==> src/rtl/door_ctrl_pkg.sv <==
// Shared definitions for the door controller: state codes and timer sizing.
package door_ctrl_pkg;

  localparam int unsigned STATE_W = 3;

  // State codes are externally visible on State, so the encoding is fixed.
  typedef enum logic [STATE_W-1:0] {
    ST_CLOSED  = 3'd0,
    ST_OPENING = 3'd1,
    ST_OPEN    = 3'd2,
    ST_CLOSING = 3'd3,
    ST_FAULT   = 3'd4,
    ST_INIT    = 3'd5
  } state_t;

  // Timer width: one bit more than needed for the largest interval,
  // which leaves headroom for the saturating counter.
  function automatic int unsigned timer_width(input int unsigned timeout,
                                              input int unsigned auto_close);
    int unsigned m;
    m = timeout;
    if (auto_close > m) m = auto_close;
    if (m < 2) m = 2;
    return $clog2(m) + 1;
  endfunction

endpackage

==> src/rtl/rise_detect.sv <==
// Rising-edge detector for a level input.
// Ports:
//   clk  - clock
//   r    - asynchronous active-high reset (clears the delayed copy)
//   in   - level input
//   rise - high for the cycle in which 'in' is high and was low last cycle
module rise_detect (
  input  logic clk,
  input  logic r,
  input  logic in,
  output logic rise
);

  logic r_q;

  // One-cycle delayed copy of the input.
  always_ff @(posedge clk or posedge r) begin
    if (r) r_q <= 1'b0;
    else   r_q <= in;
  end

  assign rise = in & ~r_q;

endmodule

==> src/rtl/door_ctrl.sv <==
// Motorised door controller: drives the up/down motor from a push button,
// two limit switches and an obstruction sensor, with a motor-run timeout
// and optional automatic closing.
// Parameters:
//   TIMEOUT    - cycles a motor may run before FAULT (2..2^20)
//   AUTO_CLOSE - cycles in OPEN before automatic close, 0 disables
// Ports:
//   clk   - clock, rising edge
//   r     - asynchronous active-high reset
//   b     - user button (level, rising edge acts)
//   c     - closed limit switch
//   o     - open limit switch
//   s     - obstruction sensor
//   u     - motor up, registered
//   d     - motor down, registered
//   fault - high while in FAULT, registered
//   State - current state code
module door_ctrl
  import door_ctrl_pkg::*;
#(
  parameter int unsigned TIMEOUT    = 1000,
  parameter int unsigned AUTO_CLOSE = 0
) (
  input  logic               clk,
  input  logic               r,
  input  logic               b,
  input  logic               c,
  input  logic               o,
  input  logic               s,
  output logic               u,
  output logic               d,
  output logic               fault,
  output logic [STATE_W-1:0] State
);

  localparam int unsigned   TW      = timer_width(TIMEOUT, AUTO_CLOSE);
  localparam logic [TW-1:0] TO_LAST = TW'(TIMEOUT - 1);
  // Guarded so a disabled auto-close never produces a wrapped constant.
  localparam logic [TW-1:0] AC_LAST = TW'((AUTO_CLOSE > 0) ? (AUTO_CLOSE - 1) : 0);
  localparam logic          AC_EN   = (AUTO_CLOSE > 0);

  state_t        r_state;
  state_t        w_next_state;
  logic [TW-1:0] r_timer;
  logic [TW-1:0] w_timer_next;
  logic          r_u;
  logic          r_d;
  logic          r_fault;

  logic          w_b_rise;
  logic          w_both_limits;
  logic          w_to_expired;
  logic          w_ac_expired;
  logic          w_counting;

  // Button edge detection, shared with other blocks.
  rise_detect u_btn_rise (
    .clk  (clk),
    .r    (r),
    .in   (b),
    .rise (w_b_rise)
  );

  assign w_both_limits = c & o;
  assign w_to_expired  = (r_timer == TO_LAST);
  assign w_ac_expired  = AC_EN & (r_timer == AC_LAST);
  assign w_counting    = (r_state == ST_OPENING) || (r_state == ST_OPEN) ||
                         (r_state == ST_CLOSING);

  // Next-state and next-timer logic.
  always_comb begin
    w_next_state = r_state;
    w_timer_next = '0;

    case (r_state)
      ST_INIT: begin
        if (w_both_limits) w_next_state = ST_FAULT;
        else if (c)        w_next_state = ST_CLOSED;
        else if (o)        w_next_state = ST_OPEN;
        else               w_next_state = ST_OPENING;
      end
      ST_CLOSED: begin
        if (w_b_rise) w_next_state = ST_OPENING;
      end
      ST_OPENING: begin
        // Contradictory limit switches override normal progress.
        if (w_both_limits)     w_next_state = ST_FAULT;
        else if (o)            w_next_state = ST_OPEN;
        else if (w_to_expired) w_next_state = ST_FAULT;
      end
      ST_OPEN: begin
        if ((w_b_rise || w_ac_expired) && !s) w_next_state = ST_CLOSING;
      end
      ST_CLOSING: begin
        // Obstruction or button reverses before the closed switch is honoured.
        if (w_both_limits)      w_next_state = ST_FAULT;
        else if (s || w_b_rise) w_next_state = ST_OPENING;
        else if (c)             w_next_state = ST_CLOSED;
        else if (w_to_expired)  w_next_state = ST_FAULT;
      end
      ST_FAULT: begin
        if (w_b_rise) w_next_state = ST_INIT;
      end
      default: begin
        w_next_state = ST_INIT;
      end
    endcase

    // Timer restarts on every state change and while OPEN is obstructed;
    // it saturates rather than wrapping.
    if ((w_next_state == r_state) && w_counting &&
        !((r_state == ST_OPEN) && s)) begin
      if (r_timer == '1) w_timer_next = r_timer;
      else               w_timer_next = r_timer + TW'(1);
    end
  end

  // State, timer and Moore outputs all update on the same edge.
  always_ff @(posedge clk or posedge r) begin
    if (r) begin
      r_state <= ST_INIT;
      r_timer <= '0;
      r_u     <= 1'b0;
      r_d     <= 1'b0;
      r_fault <= 1'b0;
    end else begin
      r_state <= w_next_state;
      r_timer <= w_timer_next;
      r_u     <= (w_next_state == ST_OPENING);
      r_d     <= (w_next_state == ST_CLOSING);
      r_fault <= (w_next_state == ST_FAULT);
    end
  end

  assign u     = r_u;
  assign d     = r_d;
  assign fault = r_fault;
  assign State = r_state;

endmodule

==> config.mk <==
export PLATFORM = sky130hd
export DESIGN_NAME = door_ctrl
export DESIGN_NICKNAME = d
export VERILOG_FILES = /design/src/rtl/door_ctrl_pkg.sv /design/src/rtl/rise_detect.sv /design/src/rtl/door_ctrl.sv
export SDC_FILE = /design/constraint.sdc
export NUM_CORES = 1
export LEC_CHECK = 0
export CAP_MARGIN = 20
export CORE_ASPECT_RATIO = 1.25
export CORE_UTILIZATION = 49
export CTS_CLUSTER_DIAMETER = 60
export DETAILED_ROUTE_END_ITERATION = 16
export GPL_ROUTABILITY_DRIVEN = 0
export PLACE_DENSITY = 0.74
export REMOVE_ABC_BUFFERS = 1
export SYNTH_ARGS = -nofsm -noshare
export SYNTH_HDL_FRONTEND = slang
export SYNTH_SLANG_ARGS = --single-unit
==> constraint.sdc <==
create_clock -name clk -period 1.9 [get_ports clk]
set_input_delay 0.38 -clock clk [delete_from_list [all_inputs] [get_ports clk]]
set_output_delay 0.38 -clock clk [all_outputs]
set_load 0.02 [all_outputs]
==> results of run 1 <==
-- registers in the layout, indices dropped and copies added, names as in the netlist --
| name | count |
|---|---|
| State | 3 |
| d | 1 |
| fault | 1 |
| r_timer | 11 |
| u | 1 |
| u_btn_rise.r_q | 1 |
-- synthesized netlist by cell type (2+ instances only) --
master | count | area share
and2_1 | 4 | 0.023
nand2_1 | 10 | 0.035
inv_1 | 4 | 0.014
and4_1 | 2 | 0.016
nor2b_1 | 3 | 0.017
nor3_1 | 8 | 0.037
xor2_1 | 2 | 0.016
nor2_1 | 7 | 0.024
o21ai_0 | 3 | 0.014
buf_4 | 3 | 0.021
nand3_1 | 3 | 0.014
dfrtp_1 | 16 | 0.37
dfstp_2 | 2 | 0.049
nor4_2 | 2 | 0.023
buf_6 | 2 | 0.021
and3_1 | 4 | 0.023
a21oi_1 | 3 | 0.014
nand4_1 | 3 | 0.017
mux2i_1 | 2 | 0.019
a31oi_1 | 3 | 0.017
-- worst reg2reg max path, cell delays in order, from the launching register on --
cell	delay (ps)
dfstp_2	580
buf_4	140
o21a_1	120
nor2_1	50
a32o_1	200
a221oi_1	350
buf_4	190
and2_1	120
-- layout make-up --
type	instances	area (sq um)
fillers	152	612
repair buffers	32	294
multi-input cells	82	592
well taps	20	25.0
clock buffers	4	36.3
flip-flops and latches	18	453
inverters	4	15.0
-- metrics by stage --
stage                     cell area [sq um]  setup WS [ps]  hold WS [ps]  std cells  utilization
final                                  1420           96.5           380        160        0.698
after global routing                   1420           11.0           409        160        0.698
after detailed placement               1330           -237           625        154        0.656
after CTS                              1360           22.1           380        158        0.673
after global placement                 1330           -169           594        154        0.656
after floorplan                        1030           -423           317        104            -
-- what timing repair did --
| action | in CTS | in global routing |
|---|---|---|
| pin swaps | 0 | 2 |
| resized for setup | 2 | 9 |
| setup endpoints to repair | 2 | 12 |
| endpoints found under the hold margin | 0 | 0 |
| buffers inserted | 0 | 2 |
-- routing by layer --
layer / vias up / wire (microns) / GRT usage
li1: 470 / - / -
met3: 6 / 87 / 0.0627
met2: 22 / 1220 / 0.428
met5: - / 0 / 0
met1: 466 / 1040 / 0.266
met4: 0 / 43 / 0.136
-- path summary, 6_finish.rpt --
path | startpoint | endpoint | depth (start not counted)
min in group clk | b | u_btn_rise.r_q$_DFF_PP0_ | 1
max reg2reg | State[2]$_DFF_PP1_ | fault$_DFF_PP0_ | 7
max | b | r_timer[4]$_DFFE_PP0P_ | 7
max in group asynchronous | r | State[0]$_DFF_PP1_ | 3
min reg2reg | r_timer[8]$_DFFE_PP0P_ | r_timer[8]$_DFFE_PP0P_ | 2
min | r | u$_DFF_PP0_ | 3
-- report_power, final --
part | switching, mW | internal, mW
registers | 0.0279 | 0.447
logic | 0.426 | 0.403
clock network | 0.117 | 0.117
total | 0.571 | 0.968
-- cells by family after synthesis --
family / count (synthesis) / share of synthesized area
adder cells (fa/ha/maj): 1 / 0.0116
multiplexers: 2 / 0.0186
AND/OR/NAND/NOR: 54 / 0.303
flip-flops: 18 / 0.420
XOR/XNOR: 3 / 0.0244
buffers and inverters: 10 / 0.0604
AO/OA/AOI/OAI: 22 / 0.161
==> run metrics, run 1 <==
status complete, but fails checks; failing checks design-rule violations; I/O pin total 12; power density over cell area 1090 nW/um^2; synthesized flop and latch total 18; CP Data Required Time 2120 ps; crit-path cells clkdlybuf4s50_1 > nor2b_2 > and4b_1 > o21ai_1 > o211ai_2 > buf_4 > nor4_4; global-route wire length before repair about 4100 microns; post-synthesis sequential area ratio 0.420; Post-synth EDFFs 0; Initial DRT Pass Iterations 12; Num CTS Buffers 3; asr flop ratio synth 1.00; commonest non-fill, non-tap cells in the layout buf_4 (18), dfrtp_1 (16), nand2_1 (10); Worst Path Buf+Inv 2; static leakage slightly above 0.6 nW; WS Path Type primary input to flip-flop; nets@finish around 150; leading cell type in the layout, fill and taps excluded buf_4; Chip Width 43.9 microns; Top Family by Delay on Critical Path buffers and inverters; CP max-delay cell clkdlybuf4s50_1; DIE AREA 2390 sq um; CP max stage delay 470 ps; DR vias a little under 1000; Global Route Usage Sum 0.243; setup violators final 0; area delta synth->final 31.4%; largest net degree at the start of global routing 19; relative slew slack 0.757; # port buffers 11; Max-cap violations 0; Post-Syn Area 1080 sq um; Post-DP HPWL about 1800 microns; worst skew pair latency around 300 ps; type of origin of the critical path primary input; root buf cell clkbuf_4; Initial Util 0.531; total number of yosys warnings 0; Synth Instances 110; Tcrit/Tclk final 0.949; DIE HEIGHT 54.4 microns; Yosys cell types 44; diodes inserted 0; Final min period 1800 ps; setup TNS 0 ps; H-tree Lvls 1; Post-Syn Area per Cell between 9 and 10 sq um; Max VDD drop slightly below 0.7 mV; ANT nets after route 0; clk_skew 2.87 ps; RSZ-0062 raised after global routing no; initial antenna violation count 0; Placement Rows 18; ys flop type dfrtp_1; Post-Route WL roughly 2400 microns; Crit. End Element flip-flop; Critical Path AT between 2000 and 2500 ps; grt total ovfl 0; register clock-pin slew on the reported worst setup and hold paths roughly 100 ps; routed length per instance 15.0 microns; Final Hold Fails 0; CTS Hold Buffers Added 0; number of DRC markers in iteration 0 15; TritonCTS clock tree done; critical path peak fanout 4; Tot Pwr approximately 1.5 mW; maximum clock frequency 554 MHz; Clock Sinks 18; reg-to-reg slack, setup about 97 ps; vias in the first global route roughly 960; CTS Buffer Depth 2; core area slightly above 2000 sq um; Hold Crit Class primary input to async pin; measured slew at the worst slew-check pin about 360 ps; layout cells sized above 1 0.286; via/cell ratio between 6 and 7; final-report max-slew violation count 0; DRC viols 1
Note: power is estimated with default switching activity, not from simulation.
==> inputs of run 2 (changes only) <==
SLEW_MARGIN = 40   (was unset)
==> results of run 2 <==
The final DEF is identical to that of run 1; final timing and power are the same.
==> inputs of run 3 (changes only) <==
CELL_PAD_IN_SITES_DETAIL_PLACEMENT = 0   (was unset)
CELL_PAD_IN_SITES_GLOBAL_PLACEMENT = 1   (was unset)
CORE_MARGIN = 10   (was unset)
CORE_UTILIZATION = 38   (was 49)
PLACE_DENSITY = unset   (was 0.74)
PLACE_DENSITY_LB_ADDON = 0.1   (was unset)
==> run 3 against run 2 <==
  * The flow now finishes without violations
  * Clock power increased by 3%
  * Utilization shrank 15 points
  * Sequential share of layout area fell by 1.2 points
  * Critical path depth unchanged
  * Hold slack gained 12 ps
  * Critical path type is now flip-flop to flip-flop
  * Register-to-register slack got worse by 30 ps
  * Non-clock buffer count increased by 5
==> run metrics, run 3 (synthesis results as in run 1) <==
Clock Sinks 18 (unchanged); CP Data Required Time 2110 ps (was 2120 ps); DRC viols 0 (was 1); Critical Path AT 2040 ps (was 2020 ps); via/cell ratio 5.63 (was 6.03); status finished, final reports clean (was complete, but fails checks); largest net degree at the start of global routing 19 (unchanged); diodes inserted 0 (unchanged); static leakage 0.647 nW (was 0.619 nW); setup TNS 0 ps (unchanged); nets@finish 153 (was 148); sw power 0.594 mW (was 0.571 mW); measured slew at the worst slew-check pin 354 ps (was 364 ps); CTS Buffer Depth 2 (unchanged); Non-Filler Instances 179 (was 160); Crit. End Element flip-flop (unchanged); combinational power share 0.538 (was 0.539); dpl cell area 1370 sq um (was 1330 sq um); power density over cell area 1050 nW/um^2 (was 1090 nW/um^2); area delta synth->final 36.6% (was 31.4%); grt total ovfl 0 (unchanged); root buf cell clkbuf_4 (unchanged); Max-cap violations 0 (unchanged); Placed Cells 173 (was 154); leading cell type in the layout, fill and taps excluded buf_4 (unchanged); final-report max-slew violation count 0 (unchanged); H-tree Lvls 1 (unchanged); Initial Util 0.398 (was 0.531); initial antenna violation count 0 (unchanged); WS Path Type flip-flop to flip-flop (was primary input to flip-flop); critical path peak fanout 5 (was 4); type of origin of the critical path flip-flop (was primary input); DIE HEIGHT 79.5 microns (was 54.4 microns); P_int 0.951 mW (was 0.968 mW); Reg power frac 0.306 (was 0.309); CP max-delay cell dfrtp_1 (was clkdlybuf4s50_1); setup violators final 0 (unchanged); Post-Route WL 2770 microns (was 2400 microns); number of DRC markers in iteration 0 56 (was 15); max FFs per register 11 (unchanged); Initial DRT Pass Iterations 4 (was 12); Worst Reg-to-Reg Cells 7 (unchanged); CP max stage delay 390 ps (was 470 ps); ANT nets after route 0 (unchanged); Chip Width 67.6 microns (was 43.9 microns); I/O pin total 12 (unchanged); Hold Crit Class primary input to async pin (unchanged); global-route wire length before repair 4660 microns (was 4130 microns); Max VDD drop 0.540 mV (was 0.678 mV); largest register by flop count r_timer (unchanged); core area 2710 sq um (was 2030 sq um); worst setup margin 70.3 ps (was 96.5 ps); DIE AREA 5380 sq um (was 2390 sq um); register clock-pin slew on the reported worst setup and hold paths 110 ps (was 100 ps); TritonCTS clock tree done (unchanged); maximum clock frequency 547 MHz (was 554 MHz); clk_skew 4.19 ps (was 2.87 ps); Num CTS Buffers 3 (unchanged); switch share 0.384 (was 0.371); # port buffers 11 (unchanged); Post-DP HPWL 2040 microns (was 1760 microns); clock share of power 0.156 (was 0.152); Fillers 243 (was 152); crit-path cells ha_1 > and2_4 > and3_4 > o31ai_4 > o211ai_2 > buf_6 > nor4_4 (was clkdlybuf4s50_1 > nor2b_2 > and4b_1 > o21ai_1 > o211ai_2 > buf_4 > nor4_4); Global Route Usage Sum 0.106 (was 0.243); worst skew pair latency 300 ps (about the same); vias in the first global route 1002 (was 955); Layout Utilization 0.544 (was 0.698); commonest non-fill, non-tap cells in the layout buf_4 (23), dfrtp_1 (16), nand2_1 (10) (was buf_4 (18), dfrtp_1 (16), nand2_1 (10)); Final min period 1830 ps (was 1800 ps); routed length per instance 15.5 microns (was 15.0 microns); Placement Rows 21 (was 18); DR vias 1008 (was 964); CTS Hold Buffers Added 0 (unchanged); RSZ-0062 raised after global routing no (unchanged); Post-Place Worst Slack -249 ps (was -237 ps); Tcrit/Tclk final 0.963 (was 0.949); Final Hold Fails 0 (unchanged); final non-filler cell area 1470 sq um (was 1420 sq um); relative slew slack 0.763 (was 0.757); layout cells sized above 1 0.310 (was 0.286)
run 3: cell types whose count changed in the layout (fill, tap and decap cells not counted), sizes merged:
cell / before / now
buf: 21 / 26
clkdlybuf4s50: 9 / 8
dlymetal6s2s: 0 / 1
run 3: final cells by class:
cell class / instances / area [sq um] / area share
flip-flops and latches: 18 / 453 / 0.308
multi-input cells: 82 / 606 / 0.412
inverters: 4 / 15.0 / 0.0102
clock buffers: 4 / 36.3 / 0.0247
well taps: 34 / 42.5 / 0.0289
repair buffers: 37 / 319 / 0.217
run 3: worst paths after layout:
kind,from,slack [ps],to
setup / recovery,r_timer[0]$_DFFE_PP0P_,70,r_timer[9]$_DFFE_PP0P_
hold / removal,r,390,d$_DFF_PP0_
setup reg to reg,r_timer[0]$_DFFE_PP0P_,70,r_timer[9]$_DFFE_PP0P_
hold reg to reg,r_timer[7]$_DFFE_PP0P_,650,r_timer[7]$_DFFE_PP0P_
max in group asynchronous,r,1250,State[2]$_DFF_PP1_
min in group clk,b,550,u_btn_rise.r_q$_DFF_PP0_
run 3: routing by layer:
| metal | share of wire | track usage | wire (microns) | vias up |
|---|---|---|---|---|
| met3 | 0.046 | 0.0239 | 128 | 5 |
| met5 | 0 | 0 | 0 | - |
| met4 | 0.0094 | 0.0309 | 26 | 0 |
| li1 | - | - | - | 479 |
| met2 | 0.54 | 0.194 | 1500 | 28 |
| met1 | 0.40 | 0.117 | 1120 | 496 |
run 3: power groups by stage:
stage	Combinational, mW	Clock (mW)	Sequential (mW)
after floorplan	0.269	0	0.577
after global placement	0.771	0	0.477
after detailed placement	0.774	0	0.480
after CTS	0.765	0.248	0.475
after global routing	0.896	0.265	0.478
final	0.830	0.241	0.473
run 3: timing repair:
action / CTS / global route
pin swaps: 0 / 2
endpoints found under the setup margin: 4 / 10
cloned: 0 / 1
resized for setup: 3 / 12
setup buffers: 0 / 1
endpoints found under the hold margin: 0 / 0
run 3: worst max-delay path: cells and delay by family, from the launching register on:
kind,cells,cell delay (ps)
and+or+nand+nor,3,610
DFF,1,390
buffers and inverters,1,170
adders and majority gates,1,210
AOI/OAI and AO/OA,2,360
run 3: through the flow:
step                      hold slack (ps)  total power [mW]
after global placement                610              1.25
final                                 392              1.54
after floorplan                       317             0.846
after detailed placement              622              1.25
after global routing                  412              1.64
after CTS                             405              1.49
